==> src/rtl/stall_ctrl_pkg.sv <==
// Shared widths, parameter defaults and FSM encoding for the pipeline stall controller.
package stall_ctrl_pkg;

  localparam int REG_ADDR_W     = 5;
  localparam int MUL_CYCLES_DEF = 3;
  localparam int DIV_CYCLES_DEF = 32;
  localparam int MD_CNT_W       = 6;

  typedef enum logic {
    MD_IDLE = 1'b0,
    MD_RUN  = 1'b1
  } md_state_e;

  // Remaining-cycle count carried by the issuing cycle; 1..64 maps onto 0..63.
  function automatic logic [MD_CNT_W-1:0] md_first_cnt(input int cycles);
    return MD_CNT_W'(cycles - 1);
  endfunction

endpackage

==> src/rtl/stall_ctrl_hazard_detect.sv <==
// Load-use comparator: a load in EX whose destination feeds a source actually read in ID.
module hazard_detect
  import stall_ctrl_pkg::*;
(
  input  logic [REG_ADDR_W-1:0] raddr_1_i,
  input  logic [REG_ADDR_W-1:0] raddr_2_i,
  input  logic                  re_1_i,
  input  logic                  re_2_i,
  input  logic                  read_mem_i,
  input  logic [REG_ADDR_W-1:0] waddr_i,
  output logic                  load_use_o
);

  // Register 0 is hard-wired, so a load targeting it never creates a dependency.
  assign load_use_o = read_mem_i && (waddr_i != '0) &&
                      ((re_1_i && (raddr_1_i == waddr_i)) ||
                       (re_2_i && (raddr_2_i == waddr_i)));

endmodule

==> src/rtl/stall_ctrl.sv <==
// Pipeline hold/bubble/flush generation: memory stall, multi-cycle mul/div, load-use and branch flush.
module stall_ctrl
  import stall_ctrl_pkg::*;
#(
  parameter int MUL_CYCLES = MUL_CYCLES_DEF,
  parameter int DIV_CYCLES = DIV_CYCLES_DEF
) (
  input  logic                  clk,
  input  logic                  rst,
  input  logic [REG_ADDR_W-1:0] raddr_1_ID,
  input  logic [REG_ADDR_W-1:0] raddr_2_ID,
  input  logic                  re_1_ID,
  input  logic                  re_2_ID,
  input  logic                  ReadMem_EX,
  input  logic [REG_ADDR_W-1:0] waddr_EX,
  input  logic                  md_start_EX,
  input  logic                  md_is_div_EX,
  input  logic                  branch_taken_ID,
  input  logic                  mem_busy_MEM,
  output logic                  hold_PC,
  output logic                  hold_IF_ID,
  output logic                  hold_ID_EX,
  output logic                  hold_EX_MEM,
  output logic                  flush_IF_ID,
  output logic                  bubble_ID_EX,
  output logic                  bubble_EX_MEM,
  output logic                  bubble_MEM_WB,
  output logic                  md_busy,
  output logic                  md_done
);

  localparam logic [MD_CNT_W-1:0] MUL_FIRST = md_first_cnt(MUL_CYCLES);
  localparam logic [MD_CNT_W-1:0] DIV_FIRST = md_first_cnt(DIV_CYCLES);

  md_state_e           state_q, state_d;
  logic [MD_CNT_W-1:0] md_cnt_q, md_cnt_d;
  logic                flush_pend_q, flush_pend_d;

  logic                load_use;
  logic                issuing;
  logic                md_active;
  logic                md_last;
  logic [MD_CNT_W-1:0] cnt_cur;

  hazard_detect u_hazard_detect (
    .raddr_1_i  (raddr_1_ID),
    .raddr_2_i  (raddr_2_ID),
    .re_1_i     (re_1_ID),
    .re_2_i     (re_2_ID),
    .read_mem_i (ReadMem_EX),
    .waddr_i    (waddr_EX),
    .load_use_o (load_use)
  );

  // The issuing cycle already counts as stall cycle one, so it carries N-1 and the
  // register only ever sees N-2 downwards; N=1 finishes without entering MD_RUN.
  assign issuing   = (state_q == MD_IDLE) && md_start_EX && !mem_busy_MEM;
  assign cnt_cur   = issuing ? (md_is_div_EX ? DIV_FIRST : MUL_FIRST) : md_cnt_q;
  assign md_active = issuing || (state_q == MD_RUN);
  assign md_last   = md_active && (cnt_cur == '0);

  always_comb begin
    // NOTE: every combinational output gets a default first, so no path can infer a latch.
    state_d       = state_q;
    md_cnt_d      = md_cnt_q;
    flush_pend_d  = flush_pend_q;
    hold_PC       = 1'b0;
    hold_IF_ID    = 1'b0;
    hold_ID_EX    = 1'b0;
    hold_EX_MEM   = 1'b0;
    flush_IF_ID   = 1'b0;
    bubble_ID_EX  = 1'b0;
    bubble_EX_MEM = 1'b0;
    bubble_MEM_WB = 1'b0;
    md_done       = 1'b0;
    md_busy       = (state_q == MD_RUN) || issuing;

    if (mem_busy_MEM) begin
      hold_PC       = 1'b1;
      hold_IF_ID    = 1'b1;
      hold_ID_EX    = 1'b1;
      hold_EX_MEM   = 1'b1;
      bubble_MEM_WB = 1'b1;
    end else if (md_active) begin
      hold_PC       = 1'b1;
      hold_IF_ID    = 1'b1;
      hold_ID_EX    = 1'b1;
      bubble_EX_MEM = 1'b1;
      md_done       = md_last;
      if (md_last) begin
        state_d  = MD_IDLE;
        md_cnt_d = '0;
      end else begin
        state_d  = MD_RUN;
        md_cnt_d = cnt_cur - MD_CNT_W'(1);
      end
    end else if (load_use) begin
      hold_PC      = 1'b1;
      hold_IF_ID   = 1'b1;
      bubble_ID_EX = 1'b1;
    end

    // A branch seen while IF/ID is frozen is remembered and applied once it moves.
    if (!hold_IF_ID) begin
      flush_IF_ID  = branch_taken_ID || flush_pend_q;
      flush_pend_d = 1'b0;
    end else begin
      flush_pend_d = flush_pend_q || branch_taken_ID;
    end

    if (rst) begin
      hold_PC       = 1'b0;
      hold_IF_ID    = 1'b0;
      hold_ID_EX    = 1'b0;
      hold_EX_MEM   = 1'b0;
      flush_IF_ID   = 1'b0;
      bubble_ID_EX  = 1'b0;
      bubble_EX_MEM = 1'b0;
      bubble_MEM_WB = 1'b0;
      md_busy       = 1'b0;
      md_done       = 1'b0;
    end
  end

  // NOTE: sequential state uses non-blocking assignments so all registers update together.
  always_ff @(posedge clk or posedge rst) begin
    if (rst) begin
      state_q      <= MD_IDLE;
      md_cnt_q     <= '0;
      flush_pend_q <= 1'b0;
    end else begin
      state_q      <= state_d;
      md_cnt_q     <= md_cnt_d;
      flush_pend_q <= flush_pend_d;
    end
  end

endmodule

==> config.mk <==
export PLATFORM = sky130hd
export DESIGN_NAME = stall_ctrl
export DESIGN_NICKNAME = d
export VERILOG_FILES = /design/src/rtl/stall_ctrl_pkg.sv /design/src/rtl/stall_ctrl_hazard_detect.sv /design/src/rtl/stall_ctrl.sv
export SDC_FILE = /design/constraint.sdc
export NUM_CORES = 1
export LEC_CHECK = 0
export CAP_MARGIN = 10
export CELL_PAD_IN_SITES_DETAIL_PLACEMENT = 1
export CELL_PAD_IN_SITES_GLOBAL_PLACEMENT = 2
export CORE_UTILIZATION = 31
export DETAILED_ROUTE_END_ITERATION = 6
export DONT_BUFFER_PORTS = 1
export GPL_ROUTABILITY_DRIVEN = 0
export PLACE_DENSITY = 0.7
export SLEW_MARGIN = 0
export SYNTH_ARGS = -nofsm -noshare
export SYNTH_HDL_FRONTEND = slang
export SYNTH_SLANG_ARGS = --single-unit
==> constraint.sdc <==
create_clock -name clk -period 6.11 [get_ports clk]
set_input_delay 1.222 -clock clk [delete_from_list [all_inputs] [get_ports clk]]
set_output_delay 1.222 -clock clk [all_outputs]
set_load 0.005 [all_outputs]
==> impl_metrics.json, run 1 <==
{
  "via_count_of_the_first_global_routing_pass": 654,
  "run_status": "complete, no violations",
  "design.die.area_um2": 2610,
  "postSynthAreaPerCell_um2": 8.67,
  "netlist_instances": 86,
  "cp_slowest_stage_delay_ns": 0.56,
  "switching_share_of_power_pct": 41.1,
  "clock.fmax_mhz": 267,
  "netlist.top_cell.by_area": "dfrtp_1",
  "drv_slew": 0,
  "grt_remaining_overflow": 0,
  "yosysWarningCount": 0,
  "fin_skew_ns": 0.00868,
  "critical_path.max_fanout": 8,
  "power.leakage_nw": 0.287,
  "synth_enable_flop_cells": 0,
  "p_seq_share_pct": 39.7,
  "max_slew.worst_pin.slew_ns": 0.787,
  "synth_top_family_by_area": "simple AND/OR/NAND/NOR gates",
  "period_minus_slack_ns": 3.74,
  "die_width_um": 51.0,
  "mux_share_of_post_synthesis_cell_area_pct": 0,
  "pin_count": 34,
  "final_cells": 114,
  "worst_hold_slack_ns": 0.568,
  "cp_data_arrival_time_ns": 2.52,
  "timing.critical_path.required_ns": 4.89,
  "rows": 17,
  "share_clk_of_total_power_pct": 15.0,
  "buffer_ports.inserted": 0,
  "synthesized_flop_and_latch_total": 8,
  "synth_compound_area_share_pct": 20.1,
  "drcViolationCount": 0,
  "internal-power_uw": 155,
  "power.combinational.fraction_pct": 45.2,
  "critical_path.slowest_cell": "nor4bb_1",
  "die_height_um": 51.0,
  "synthSimpleGateAreaFrac_pct": 33.2,
  "grt.total_usage_pct": 14.8,
  "timing.final.setup_violations": 0,
  "post_route_cells_drive_above_1_share_pct": 12.8,
  "synth_adder_area_share_pct": 3.36,
  "routed-via-count": 657,
  "finalWirelength_um": 1850,
  "core_utilization_of_the_finished_layout_pct": 35.1,
  "synth_area_um2": 746,
  "cts.repair.resized": 0,
  "pin_count_of_the_biggest_net_entering_global_routing": 12,
  "synth_sequential_area_ratio_pct": 26.8,
  "h-tree-depth": 1,
  "yosys_most_used_dff": "dfrtp_1",
  "cts_max_path_buffers": 2,
  "worst_setup_path_start_kind": "input pin",
  "layout_worst_path_cycle_share_pct": 61.2,
  "rsz0062_at_grt": "no",
  "wire_length_of_the_first_global_routing_pass_um": 2860,
  "cts_post_setup_buffers_inserted": 0,
  "worstSkewPairLatency_ns": 0.25,
  "p_per_area_nw_per_um2": 335,
  "library_cells_used_by_synthesis": 37,
  "area_delta_synth_final_pct": 5.20,
  "total_neg_setup_slack_ns": 0,
  "crit_path_cell_trace": "nor4bb_1 -> a21oi_1 -> ha_1 -> o21a_2 -> and2_1",
  "hold_class": "register to register",
  "cts_inserted_buffers": 3,
  "timing.slew.headroom_pct": 47.4,
  "max_cap_violations": 0,
  "ys_top_cells_by_area": "dfrtp_1 (27%), xor2_1 (11%), nor2_1 (4.5%)",
  "synth.top_cells.by_count": "nor2_1 (9), xor2_1 (9), dfrtp_1 (8), a21oi_1 (5), nor3_1 (5)",
  "end_kind": "output pin",
  "top_area_cell_type_share_of_the_netlist_area_pct": 26.8,
  "post-place-cells": 111,
  "report.final.hold_viol_count": 0,
  "route.antenna.remaining_nets": 0,
  "post-dp-hpwl_um": 1600,
  "cts.sinks": 8,
  "antenna_found_initial": 0,
  "route.detailed.vias_per_inst": 5.76,
  "antennaDiodeCount": 0,
  "design.final.nets": 114,
  "clock_transition_time_at_the_flip_flop_clock_pins_of_the_worst_setup_and_hold_paths_ns": 0.06,
  "synth_async_sr_flop_share_pct": 100,
  "total_switching_power_uw": 108,
  "core_region_area_um2": 2230,
  "effective_utilization_at_floorplan_pct": 33.4,
  "synth_xor_area_share_pct": 12.9,
  "holdBufCountCts": 0,
  "cts-root-buf": "clkbuf_4",
  "cts_tree": "yes",
  "setup.worst_path.class": "input pin to output pin",
  "route.detailed.wl_per_inst_um": 16.3,
  "drt-initial-drc-count": 7,
  "irDropWorstVdd_mv": 0.115,
  "first_pass_iters": 4,
  "number_of_nets_produced_by_synthesis": 112
}
[registers in the layout, summed over array words and instances, names as in the netlist]
| register | count |
|---|---|
| md_cnt_q | 6 |
| flush_pend_q | 1 |
| state_q | 1 |
[critical path, delay by kind of cell]
kind / cells / cell delay [ns]
AOI/OAI and AO/OA: 2 / 0.33
and+or+nand+nor: 2 / 0.73
adders and majority gates: 1 / 0.23
[path summary, 6_finish.rpt]
path / startpoint / endpoint / slack (ns) / depth (start not counted)
max in group asynchronous: rst / md_cnt_q[3] / 5.03 / 1
min reg2reg: flush_pend_q / flush_pend_q / 0.57 / 2
max: md_start_EX / md_done / 2.37 / 5
max reg2reg: state_q / md_cnt_q[4] / 3.70 / 7
min in group asynchronous: rst / md_cnt_q[5] / 0.81 / 1
min: flush_pend_q / flush_pend_q / 0.57 / 2
[kinds of logic (layout without fill, tap and decap cells)]
kind of cell             count (synthesis)  in the layout
buffers and inverters                    5              5
XOR/XNOR                                11             11
AO/OA/AOI/OAI                           21             21
adder cells (fa/ha/maj)                  2              2
AND/OR/NAND/NOR                         39             39
flip-flops                               8              8
[cells in the final DEF (no fill, tap or decap)]
| master | instances |
|---|---|
| o22ai_1 | 2 |
| or4_1 | 1 |
| o31ai_1 | 3 |
| a21oi_1 | 5 |
| or2_2 | 1 |
| nor3b_4 | 1 |
| and2_1 | 2 |
| o21a_2 | 1 |
| nand2b_1 | 4 |
| dfrtp_1 | 8 |
| o2111a_1 | 1 |
| o21ai_1 | 1 |
| a31oi_1 | 1 |
| nor3_1 | 5 |
| nand2_1 | 3 |
| o21bai_1 | 2 |
| xor2_1 | 9 |
| ha_1 | 2 |
| xnor2_1 | 2 |
| inv_1 | 2 |
| nor4b_1 | 1 |
| o21ai_2 | 1 |
| nor2b_1 | 1 |
| nor4_2 | 1 |
| or3b_4 | 1 |
| o41ai_2 | 1 |
| nor4_1 | 2 |
| nor3b_1 | 3 |
| a32oi_1 | 1 |
| nor2_1 | 9 |
| or3_2 | 1 |
| or4b_1 | 1 |
| o21ai_0 | 2 |
| clkbuf_4 | 3 |
| nor4bb_1 | 1 |
| and2_0 | 1 |
[cell type report]
class                           instances  area, um2
Fill cell                             284       1450
Multi-Input combinational cell         73        519
Sequential cell                         8        200
Tap cell                               28       35.0
Clock buffer                            3       22.5
Inverter                                2       7.51
[power by group through the flow]
stage                     combinational [mW]  clock (mW)  sequential (mW)
final                                  0.119      0.0395            0.105
after global routing                   0.135      0.0441            0.108
after CTS                              0.122      0.0406            0.105
after detailed placement               0.121           0            0.106
after global placement                 0.120           0            0.104
after floorplan                       0.0986           0           0.0961
[per-layer routing]
layer	up-vias	GRT usage, %	wire length (um)
met5	-	0	0
met1	311	16.4	747
met4	0	4.17	0
met2	31	27.0	986
li1	315	-	-
met3	0	4.17	120
[metrics by stage]
step,area [um2],setup slack (ns),power [mW]
after global placement,762,2.45,0.224
after global routing,785,2.32,0.287
final,785,2.37,0.263
after CTS,785,2.40,0.267
after floorplan,746,2.54,0.195
after detailed placement,762,2.40,0.226
Note: power is estimated with default switching activity, not from simulation.
==> run 2: changes to the inputs <==
--- a/config.mk
+++ b/config.mk
@@ -8,11 +8,11 @@
 export CAP_MARGIN = 10
 export CELL_PAD_IN_SITES_DETAIL_PLACEMENT = 1
 export CELL_PAD_IN_SITES_GLOBAL_PLACEMENT = 2
-export CORE_UTILIZATION = 31
+export CORE_UTILIZATION = 30
 export DETAILED_ROUTE_END_ITERATION = 6
 export DONT_BUFFER_PORTS = 1
 export GPL_ROUTABILITY_DRIVEN = 0
-export PLACE_DENSITY = 0.7
+export PLACE_DENSITY = 0.71
 export SLEW_MARGIN = 0
 export SYNTH_ARGS = -nofsm -noshare
 export SYNTH_HDL_FRONTEND = slang
==> constraint.sdc (replaced) <==
create_clock -name clk -period 3.15 [get_ports clk]
set_input_delay 0.63 -clock clk [delete_from_list [all_inputs] [get_ports clk]]
set_output_delay 0.63 -clock clk [all_outputs]
set_load 0.005 [all_outputs]
==> run 2 against run 1 <==
Non-clock buffer count stayed put. Largest cell class unchanged. Final cell count stayed put. Combinational power is 95% higher. First-iteration DRC count stayed put.
==> impl_metrics.json, run 2 (synthesis gave the netlist of run 1 again) <==
{
  "total_neg_setup_slack_ns": 0,
  "max_cap_violations": 0,
  "layout_common_cells": "nor2_1 (9), xor2_1 (9), dfrtp_1 (8)",
  "antenna_found_initial": 0,
  "holdBufCountCts": 0,
  "p_per_area_nw_per_um2": 655,
  "r2r_end": "md_cnt_q[4]",
  "cp_slowest_stage_delay_ns": 0.47,
  "largest_reg_flops": 6,
  "worst_setup_path_start_kind": "register",
  "run_status": "complete, no violations",
  "cts.repair.resized": 0,
  "crit_family": "simple AND/OR/NAND/NOR gates",
  "route.antenna.remaining_nets": 0,
  "crit_path_cell_trace": "or3b_4 -> a21oi_1 -> ha_1 -> o21a_2 -> and2_1",
  "cts-root-buf": "clkbuf_4",
  "period_minus_slack_ns": 2.70,
  "post-dp-hpwl_um": 1460,
  "layout.area.seq_um2": 200,
  "die_width_um": 51.9,
  "first_pass_iters": 4,
  "hold_class": "input pin to async pin",
  "max_flop_register": "md_cnt_q",
  "clock.fmax_mhz": 371,
  "drv_slew": 0,
  "irDropWorstVdd_mv": 0.331,
  "cts_tree": "yes",
  "design.final.nets": 114,
  "effective_utilization_at_floorplan_pct": 32.8,
  "post_route_cells_drive_above_1_share_pct": 12.8,
  "area_delta_synth_final_pct": 5.20,
  "rsz0062_at_grt": "no",
  "layout_worst_path_cycle_share_pct": 85.7,
  "timing.reg2reg.worst_path_depth": 7,
  "route.detailed.vias_per_inst": 5.54,
  "cts_max_path_buffers": 2,
  "grt.total_usage_pct": 15.7,
  "pin_count_of_the_biggest_net_entering_global_routing": 12,
  "finalWirelength_um": 1790,
  "final_cells": 114,
  "end_kind": "output pin",
  "cts_inserted_buffers": 3,
  "timing.slew.headroom_pct": 50.9,
  "cp.buffers_inverters": 0,
  "multi_input_comb_area_um2": 519,
  "timing.critical_path.required_ns": 2.52,
  "worst_hold_slack_ns": 0.235,
  "cts.sinks": 8,
  "fin_skew_ns": 0.00298,
  "rows": 17,
  "drt-initial-drc-count": 7,
  "post-place-cells": 111,
  "max_slew.worst_pin.slew_ns": 0.734,
  "route.detailed.wl_per_inst_um": 15.7,
  "drcViolationCount": 0,
  "cts_post_setup_buffers_inserted": 0,
  "critical_path.slowest_cell": "dfrtp_1",
  "via_count_of_the_first_global_routing_pass": 648,
  "power.leakage_nw": 0.287,
  "design.die.area_um2": 2690,
  "pin_count": 34,
  "timing.final.setup_violations": 0,
  "critical_path.max_fanout": 8,
  "wire_length_of_the_first_global_routing_pass_um": 2990,
  "cp_data_arrival_time_ns": 2.07,
  "antennaDiodeCount": 0,
  "die_height_um": 51.9,
  "worstSkewPairLatency_ns": 0.25,
  "setup.worst_path.class": "register to output pin",
  "start_of_the_worst_register_to_register_path": "state_q",
  "report.final.hold_viol_count": 0,
  "r2r_setup_slack_ns": 0.75,
  "grt_remaining_overflow": 0,
  "h-tree-depth": 1,
  "filler_cell_count": 270,
  "core_region_area_um2": 2280,
  "buffer_ports.inserted": 0,
  "routed-via-count": 632,
  "clock_transition_time_at_the_flip_flop_clock_pins_of_the_worst_setup_and_hold_paths_ns": 0.05,
  "reg_top3": "md_cnt_q x6, flush_pend_q x1, state_q x1"
}
==> run 2: power by group <==
group | internal (mW) | switching, mW
registers | 0.146 | 0.0595
logic | 0.111 | 0.121
clock network | 0.0435 | 0.0334
==> run 2: worst register-to-register path: cells and delay by family, from the launching register on <==
family	cells	cell delay [ns]
xor+xnor	1	0.18
compound gates	2	0.54
flops	1	0.47
fa+ha+maj	1	0.31
simple gates	3	0.79
==> run 2: area by class of cell <==
| cell class | instances | area share [%] |
|---|---|---|
| multi-input cells | 73 | 66.2 |
| flip-flops and latches | 8 | 25.5 |
| well taps | 28 | 4.47 |
| clock buffers | 3 | 2.87 |
| inverters | 2 | 0.957 |
==> run 2: worst max-delay path by stage <==
stage | depth (start not counted) | slack (ns) | to | startpoint
5_1_grt | 5 | 0.27 | md_done | state_q
4_1_cts | 5 | 0.45 | md_done | state_q
3_3_place_gp | 5 | 0.68 | md_done | md_start_EX
6_report | 5 | 0.45 | md_done | state_q
2_1_floorplan | 5 | 0.77 | md_done | mem_busy_MEM
3_5_place_dp | 5 | 0.62 | md_done | md_start_EX
==> run 2: per-layer routing <==
metal	GRT usage [%]	vias to the layer above	share of wire (%)
li1	-	313	-
met1	19.5	297	48
met2	23.9	18	46
met3	4.68	4	4.5
met4	8.56	0	1.5
met5	0	-	0
==> run 2: per-stage QoR <==
step	area [um2]	utilization [%]	power, mW	worst slack [ns]
after global placement	762	33.5	0.435	0.679
after detailed placement	762	33.5	0.436	0.623
final	785	34.5	0.514	0.451
after CTS	785	34.5	0.518	0.447
after floorplan	746	-	0.378	0.765
after global routing	785	34.5	0.565	0.269
==> run 3: changes to the inputs <==
--- a/config.mk
+++ b/config.mk
@@ -9,11 +9,11 @@
 export CELL_PAD_IN_SITES_DETAIL_PLACEMENT = 1
 export CELL_PAD_IN_SITES_GLOBAL_PLACEMENT = 2
 export CORE_UTILIZATION = 30
+export CTS_CLUSTER_SIZE = 14
 export DETAILED_ROUTE_END_ITERATION = 6
 export DONT_BUFFER_PORTS = 1
 export GPL_ROUTABILITY_DRIVEN = 0
 export PLACE_DENSITY = 0.71
-export SLEW_MARGIN = 0
 export SYNTH_ARGS = -nofsm -noshare
 export SYNTH_HDL_FRONTEND = slang
 export SYNTH_SLANG_ARGS = --single-unit
==> results of run 3 <==
Same layout as run 2: the final DEF is identical, and so are final timing and power.
